===== src/rtl/nn_pkg.sv =====
// Shared definitions for the neuron MAC sequencer.
//   state_t   : sequencer states
//   DATA_BITS : datapath word width, signed fixed point with DATA_BITS/2 fraction bits
//   MAX_POS / MAX_NEG : accumulator saturation limits
//   sat_add() : saturating signed add, reports whether it clipped
package nn_pkg;

   typedef enum logic [1:0] {
      IDLE  = 2'd0,
      ISSUE = 2'd1,
      DRAIN = 2'd2,
      DONE  = 2'd3
   } state_t;

   localparam int DATA_BITS = 32;

   localparam logic signed [DATA_BITS-1:0] MAX_POS = {1'b0, {(DATA_BITS-1){1'b1}}};
   localparam logic signed [DATA_BITS-1:0] MAX_NEG = {1'b1, {(DATA_BITS-1){1'b0}}};

   typedef struct packed {
      logic signed [DATA_BITS-1:0] sum;
      logic                        sat;
   } sat_sum_t;

   function automatic sat_sum_t sat_add(input logic signed [DATA_BITS-1:0] a,
                                        input logic signed [DATA_BITS-1:0] b);
      sat_sum_t                r;
      logic signed [DATA_BITS:0] s;
      s = {a[DATA_BITS-1], a} + {b[DATA_BITS-1], b};
      // The extra sign bit disagrees with the word's sign bit only on overflow.
      r.sat = (s[DATA_BITS] != s[DATA_BITS-1]);
      if (!r.sat) begin
         r.sum = s[DATA_BITS-1:0];
      end else if (s[DATA_BITS]) begin
         r.sum = MAX_NEG;
      end else begin
         r.sum = MAX_POS;
      end
      return r;
   endfunction

endpackage


===== src/rtl/Multiplier.sv =====
// Combinational signed fixed-point multiplier, Q(BITS/2) in and out.
//   a_i, b_i : signed operands
//   p_o      : product, fraction bits truncated toward -inf, clipped to the
//              representable range when the integer part overflows
module Multiplier #(
   parameter int BITS = 32
) (
   input  logic signed [BITS-1:0] a_i,
   input  logic signed [BITS-1:0] b_i,
   output logic signed [BITS-1:0] p_o
);

   localparam logic signed [BITS-1:0] P_MAX = {1'b0, {(BITS-1){1'b1}}};
   localparam logic signed [BITS-1:0] P_MIN = {1'b1, {(BITS-1){1'b0}}};

   logic signed [2*BITS-1:0] full;
   logic signed [2*BITS-1:0] shifted;

   assign full    = a_i * b_i;
   assign shifted = full >>> (BITS/2);

   // Result fits when every bit above the output sign bit matches it.
   always_comb begin
      p_o = shifted[BITS-1:0];
      if ((shifted[2*BITS-1:BITS-1] != '0) && (shifted[2*BITS-1:BITS-1] != '1)) begin
         p_o = shifted[2*BITS-1] ? P_MIN : P_MAX;
      end
   end

endmodule


===== src/rtl/neuron_mac_sequencer.sv =====
// Single-neuron multiply-accumulate sequencer.
// Reads N_INPUTS input/weight pairs, accumulates their products onto a bias
// with saturation, optionally applies ReLU and holds the result until taken.
//   clk, rst              : clock, synchronous active-high reset
//   start, bias, relu_en  : run request and its per-run settings
//   busy                  : high outside IDLE
//   rd_en, rd_addr        : operand read strobe and pair index
//   x_data, w_data        : operands, valid the cycle after rd_en
//   out_data, out_valid, out_ready : result handshake
//   sat_flag              : accumulator clipped during the current/last run
//
// state | meaning
// IDLE  | waiting for start
// ISSUE | one operand read per cycle, rd_addr 0..N_INPUTS-1
// DRAIN | two cycles letting the last products reach the accumulator
// DONE  | result presented until out_ready
module neuron_mac_sequencer
   import nn_pkg::*;
#(
   parameter int BITS     = DATA_BITS,
   parameter int N_INPUTS = 8
) (
   input  logic                                    clk,
   input  logic                                    rst,
   input  logic                                    start,
   input  logic signed [BITS-1:0]                  bias,
   input  logic                                    relu_en,
   output logic                                    busy,
   output logic                                    rd_en,
   output logic [((N_INPUTS > 1) ? $clog2(N_INPUTS) : 1)-1:0] rd_addr,
   input  logic signed [BITS-1:0]                  x_data,
   input  logic signed [BITS-1:0]                  w_data,
   output logic signed [BITS-1:0]                  out_data,
   output logic                                    out_valid,
   input  logic                                    out_ready,
   output logic                                    sat_flag
);

   localparam int ADDR_W = (N_INPUTS > 1) ? $clog2(N_INPUTS) : 1;
   localparam logic [ADDR_W-1:0] LAST_IDX = ADDR_W'(N_INPUTS - 1);

   state_t                  state_q, state_d;
   logic [ADDR_W-1:0]       idx_q, idx_d;
   logic                    drain_q, drain_d;
   logic                    accept;

   logic                    dvalid_q;
   logic                    pvalid_q;
   logic signed [BITS-1:0]  prod_w, prod_q;
   logic signed [BITS-1:0]  acc_q;
   logic                    sat_q;
   logic                    relu_q;
   sat_sum_t                acc_sum;

   Multiplier #(.BITS(BITS)) u_mult (
      .a_i (x_data),
      .b_i (w_data),
      .p_o (prod_w)
   );

   always_comb begin
      state_d   = state_q;
      idx_d     = idx_q;
      drain_d   = drain_q;
      accept    = 1'b0;
      rd_en     = 1'b0;
      out_valid = 1'b0;
      busy      = (state_q != IDLE);
      case (state_q)
         IDLE: begin
            if (start) begin
               accept  = 1'b1;
               idx_d   = '0;
               state_d = ISSUE;
            end
         end
         ISSUE: begin
            rd_en = 1'b1;
            if (idx_q == LAST_IDX) begin
               idx_d   = '0;
               drain_d = 1'b1;
               state_d = DRAIN;
            end else begin
               idx_d = idx_q + ADDR_W'(1);
            end
         end
         DRAIN: begin
            if (drain_q == 1'b0) begin
               state_d = DONE;
            end else begin
               drain_d = drain_q - 1'b1;
            end
         end
         DONE: begin
            out_valid = 1'b1;
            if (out_ready) begin
               state_d = IDLE;
            end
         end
         default: state_d = IDLE;
      endcase
   end

   assign acc_sum = sat_add(acc_q, prod_q);

   always_ff @(posedge clk) begin
      if (rst) begin
         state_q  <= IDLE;
         idx_q    <= '0;
         drain_q  <= 1'b0;
         dvalid_q <= 1'b0;
         pvalid_q <= 1'b0;
         prod_q   <= '0;
         acc_q    <= '0;
         sat_q    <= 1'b0;
         relu_q   <= 1'b0;
      end else begin
         state_q  <= state_d;
         idx_q    <= idx_d;
         drain_q  <= drain_d;
         // Operands arrive the cycle after rd_en; product lands one edge later.
         dvalid_q <= rd_en;
         pvalid_q <= dvalid_q;
         prod_q   <= prod_w;
         if (accept) begin
            acc_q  <= bias;
            sat_q  <= 1'b0;
            relu_q <= relu_en;
         end else if (pvalid_q) begin
            acc_q <= acc_sum.sum;
            sat_q <= sat_q | acc_sum.sat;
         end
      end
   end

   assign rd_addr  = idx_q;
   assign sat_flag = sat_q;
   assign out_data = (state_q != DONE)         ? '0 :
                     (relu_q && acc_q[BITS-1]) ? '0 : acc_q;

endmodule


===== config.mk =====
export PLATFORM = sky130hd
export DESIGN_NAME = neuron_mac_sequencer
export DESIGN_NICKNAME = d
export VERILOG_FILES = /design/src/rtl/nn_pkg.sv /design/src/rtl/Multiplier.sv /design/src/rtl/neuron_mac_sequencer.sv
export SDC_FILE = /design/constraint.sdc
export NUM_CORES = 2
export LEC_CHECK = 0
export CORE_MARGIN = 4
export CORE_UTILIZATION = 45
export DETAILED_ROUTE_END_ITERATION = 8
export PLACE_DENSITY = 0.72
export REMOVE_ABC_BUFFERS = 1
export SKIP_LAST_GASP = 1
export SYNTH_ARGS = -nofsm -noshare
export SYNTH_HDL_FRONTEND = slang
export SYNTH_SLANG_ARGS = --single-unit
export TNS_END_PERCENT = 100

===== constraint.sdc =====
create_clock -name clk -period 24 [get_ports clk]
set_input_delay 7.2 -clock clk [delete_from_list [all_inputs] [get_ports clk]]
set_output_delay 7.2 -clock clk [all_outputs]
set_load 0.03 [all_outputs]

# --- Word-level counts from Yosys, hierarchy flattened ---
# Index checks and enable logic that the tools add are counted.
classes:
  bitwise: 1
  mux: 23
  n_addsub: 3
  n_mul: 1
  reduce_logical: 12
  n_eq_ne: 11
op_table:
  columns: ["cell", "count"]
  rows:
  - ["$mux W32", 8]
  - ["$mul A32 B32 Y64", 1]
  - ["$add A32 B32 Y33", 1]
  - ["$ne A33 B33 Y1 const B", 1]
  - ["$reduce_bool A33 Y1", 1]
  - ["$ne A2 B2 Y1 const B", 5]
  - ["$mux W2", 4]
  - ["$pmux W2 S4", 1]
  - ["$reduce_bool A2 Y1", 4]
  - ["$mux W1", 6]
  - ["$mux W3", 2]
  - ["$pmux W3 S2", 1]
  - ["$eq A2 B2 Y1 const B", 2]
  - ["$reduce_and A2 Y1", 2]
  - ["$reduce_and A4 Y1", 1]
  - ["$add A3 B1 Y3 const B", 1]
  - ["$eq A3 B3 Y1 const B", 1]
  - ["$eq A2 B1 Y1 const B", 1]
  - ["$logic_and A1 B1 Y1", 2]
  - ["$logic_not A2 Y1", 1]
  - ["$pmux W1 S2", 1]
  - ["$reduce_or A2 Y1", 1]
  - ["$ne A1 B1 Y1", 1]
  - ["$or A1 B1 Y1", 1]
  - ["$sub A1 B1 Y1 const B", 1]
totals:
  inputBits: 101
  ff_bits: 74
  word_cells: 60

# --- Depth between registers and ports, before layout ---
depth:
  word_depth: 5
  mapped_depth: 31

# --- Modules after synthesis ---
# From an unflattened synthesis, not the netlist that was laid out.
unflattened:
  cells_unflattened: 4550
  hier_area_um2: 41539.8
by_module_without_submodules:
  columns: ["mod", "instances", "seq_area_each_um2", "area_each_um2", "cells_each"]
  rows:
  - ["Multiplier", 1, 0.0, 36582.6, 3955]
  - ["neuron_mac_sequencer", 1, 1481.4, 4957.3, 595]

# --- Worst setup path after synthesis ---
# OpenSTA, ideal clock, no wires.
synth_path:
  path_kind: "input to register"
  start: "input port w_data[2]"
  end: "register prod_q[13]"
  cell_stages: 29
  t_required_ps: 23868
  setup_ps: 132
  n_path_buf: 3
  setup_slack_ps: 8309
  arrival_time_ps: 15559
  path_cell_list: "clkbuf_1 -> nand2_1 -> inv_1 -> fa_1 -> fa_1 -> fa_1 -> inv_1 -> fa_1 -> inv_1 -> fa_1 -> fa_1 -> inv_1 -> fa_1 -> inv_1 -> fa_1 -> ha_1 -> buf_2 -> a21o_1 -> a21o_1 -> a21o_1 -> or3_1 -> or4_1 -> nand4_1 -> o2111ai_1 -> a211oi_2 -> nand4b_1 -> o41ai_4 -> buf_6 -> a31oi_1"
synth_between:
  elab_chain_cells: 4
  elab_cells_between_ends: 6
  cone_classes: "mul: 1; eq/ne: 1; mux: 2; reduce/logical: 2"
synth_rtl:
  columns: ["element", "line", "text"]
  rows:
  - ["from (decl)", "neuron_mac_sequencer.sv:32", "input logic signed [BITS-1:0] w_data,"]
  - ["$mul A32 B32 Y64 (*)", "Multiplier.sv:19", "assign full = a_i * b_i;"]
  - ["$ne A33 B33 Y1 / $reduce_bool A33 Y1 (equally long branches)", "Multiplier.sv:25", "if ((shifted[2*BITS-1:BITS-1] != '0) && (shifted[2*BITS-1:BITS-1] != '1)) begin"]
  - ["$logic_and A1 B1 Y1", "Multiplier.sv:25", null]
  - ["$mux W32 (*)", "Multiplier.sv:25", null]
  - ["to (signal assigned)", "neuron_mac_sequencer.sv:124", "prod_q <= prod_w;"]
  - ["to (decl)", "neuron_mac_sequencer.sv:49", "logic signed [BITS-1:0] prod_w, prod_q;"]
# Every way passes the cells marked *; elsewhere a longest branch is shown, timed or not.
# A chain may end at the register's enable or synchronous reset.

# --- Final worst setup path ---
layout_path:
  start: "input port w_data[7]"
  end: "register prod_q[13]"
# The elaborated chain is that of the path after synthesis.

==> summary.md <==
| Metric | Value |
|---|---|
| Die area | 95800 µm² |
| Distinct cells, synth | about 80 |
| DIE WIDTH | around 310 µm |
| Mux cell area share after synthesis | 0.125% |
| Critical path data arrival time | roughly 17000 ps |
| Hold Crit Start | dvalid_q |
| Fin crit period | ~17000 ps |
| RSZ-0062 raised after global routing | no |
| Num CTS Buffers | 9 |
| Min setup slack post-route | slightly below 7000 ps |
| Max-cap viol count | 0 |
| Area share of and/or/nand/nor cells after synthesis | about 17% |
| Post-CTS Resized | 0 |
| Post-Syn Area per Cell | approximately 9.2 µm² |
| Largest family of logic cells by synthesized area | adder cells |
| Worst flop-to-flop path startpoint | acc_q[0] |
| Vias in the first global route | 33225 |
| Antenna violations before repair | 2 |
| Nets@finish | between 5000 and 6000 |
| Clk_lat worst skew | ~360 ps |
| Grt ovf | 0 |
| Final setup viols | 0 |
| Final TNS setup | 0 ps |
| GPL Wtd Cong | 0.938 |
| Worst slew pin tran | 1300 ps |
| Core Region | between 90000 and 100000 µm² |
| Multi-input logic area | around 35000 µm² |
| Max Fclk | slightly below 60 MHz |
| Fraction of layout cells with a size suffix above 1 | 3.26% |
| Worst Hold Endpoint | pvalid_q |
| Pins over their slew limit | 0 |
| Routing usage on met1 | between 30% and 40% |
| Slew HR | 13.2% |
| Worst R2R Path Depth | 14 |
| Syn-to-layout area delta | 6.28% |
| Mapped Area | between 40000 and 50000 µm² |
| Max stage delay cell, worst path | clkdlybuf4s50_1 |
| I/O Buffers | around 140 |
| Commonest non-fill, non-tap cell in the layout | fa_1 |
| Routed Antenna Nets | 0 |
| Routed length per instance | between 15 and 20 µm |
| Finished Layout Cells | 5592 |
| Final worst path period share | around 72% |
| Vias | ~30000 |
| Complex-gate fraction of the synthesized area | ~6.3% |
| DP Cell Count | 5574 |
| Required @ worst endpoint | ~24000 ps |
| Synth Area in XOR/XNOR | ~1.9% |
| Status | finished clean |
| Largest stage delay, worst path | between 1000 and 1500 ps |
| Pre-CTS setup slack | 6520 ps |
| Wire length after detailed routing | between 100 and 150 mm |
| DR pass1 iterations | 5 |
| FP Rows | 110 |
| Cts hold-fix bufs | 0 |
| GR Util met2 | about two fifths |
| Drc violations | 0 |
| Seq/Total Area, Yosys | ~3.6% |
| Clk sink count | 74 |
| Met3 GRT Util | under 10% |
| Synth Register Bits | 74 |
| Mapped Cells | between 4000 and 5000 |
| Sequential Area | 1480 µm² |
| Clock Root Buffer | clkbuf_16 |
| TritonCTS clock tree | done |
| Crit Path Class | input port to flip-flop |
| Register-to-register setup slack | 19170 ps |
| Final Skew | approximately 11 ps |
| Synth warn | 0 |
| Chip height | roughly 310 µm |
| Synth Flop Type | dfxtp_1 |
| Worst r2r dst | acc_q[3] |
| Reg clk slew, reported paths | 60 ps |
| Crit. End Element | flip-flop |
| Post-CTS repair timing setup buffer count | 0 |
| First-pass GRT wire length | roughly 180 mm |
| DR vias/cell | between 5 and 6 |
| Post-synthesis adder-cell area fraction | between 50% and 60% |
| Critical path fanouts, max | 32 |
| GRT Resource Usage Total | a little under a quarter |
| Grt peak-use layer | met2 |
| Asr flop ratio synth | 0% |
| Hold WC Path Type | flip-flop to flip-flop |
| CP dominant cell by count | fa_1 |
| Detail Placement HPWL | ~87 mm |
| Post-synth EDFFs | 0 |
| Initial Util | between 40% and 50% |
| Largest net degree at the start of global routing | between 40 and 50 |
| Fillers | between 8000 and 9000 |
| Final Hold Vio Count | 0 |
| Io pins | 140 |
| Htree depth | 3 |
| Initial DRC count | 1796 |
| Hold Crit Depth | 1 |
| Clk buf depth | 2 |
| CP Launch Type | input port |
| Commonest non-fill, non-tap cells in the layout | 1082 x fa_1, 955 x inv_1, 564 x nand2_1, 540 x and2_1, 218 x ha_1 |
[metrics by stage]
step	hold slack [ps]	util, %	instance area (µm²)
6_report	439	48.2	43500
5_1_grt	464	48.2	43500
4_1_cts	446	48.2	43500
3_5_place_dp	431	47.9	43200
3_3_place_gp	422	47.9	43200
2_1_floorplan	414	-	39900
[cells by family (layout without fill, tap and decap cells)]
logic type | after synthesis | count (layout)
flops | 74 | 74
compound gates | 379 | 379
mux | 5 | 5
other cells | 0 | 2
fa+ha+maj | 1301 | 1301
buf+inv | 1199 | 1173
simple gates | 1395 | 1395
xor+xnor | 87 | 87
[flip-flops by register name (all words and copies together), names as in the netlist]
register and cells:
sat_flag 1, state_q 2, prod_q 32, drain_q 1, rd_addr 3, relu_q 1, dvalid_q 1, acc_q 32
pvalid_q 1
[worst max-delay path by stage]
stage,start,endpoint,cells past startpoint
2_1_floorplan,x_data[31],prod_q[13],26
3_3_place_gp,w_data[7],prod_q[13],29
3_5_place_dp,w_data[7],prod_q[13],29
4_1_cts,w_data[7],prod_q[13],29
5_1_grt,w_data[7],prod_q[13],29
6_report,w_data[7],prod_q[13],29
[cells in the mapped netlist (45+ instances only)]
library cell	n	area (µm²)
o21ai_0	54	270
clkbuf_1	211	792
nor3_1	45	225
xnor2_1	54	473
ha_1	218	2730
inv_1	955	3580
dfxtp_1	74	1480
nand2_1	564	2120
nor2_1	107	402
and2_1	540	3380
a21oi_1	118	591
fa_1	1082	21700
[critical path, delay by kind of cell]
kind | cells | cell delay, ps
fa+ha+maj | 9 | 4840
buf+inv | 8 | 2440
simple gates | 5 | 1510
compound gates | 7 | 1410
[per-layer routing]
layer / share of wire [%] / vias to the layer above
met1: 42 / 15618
li1: - / 13053
met5: 0.010 / -
met4: 2.6 / 2
met3: 5.9 / 212
met2: 50 / 938
[area by class of cell]
type,count,share of cell area (%)
tap,1176,3.39
clock buffer,12,0.613
sequential,74,3.41
antenna,2,0.0115
clock inverter,4,0.0748
inverter,956,8.26
timing repair buffer,201,4.17
multi-input combinational,3167,80.1
Power is left out: the tool's default activity adds up to more than one toggle a clock period on the data nets, which glitch-free logic cannot reach.
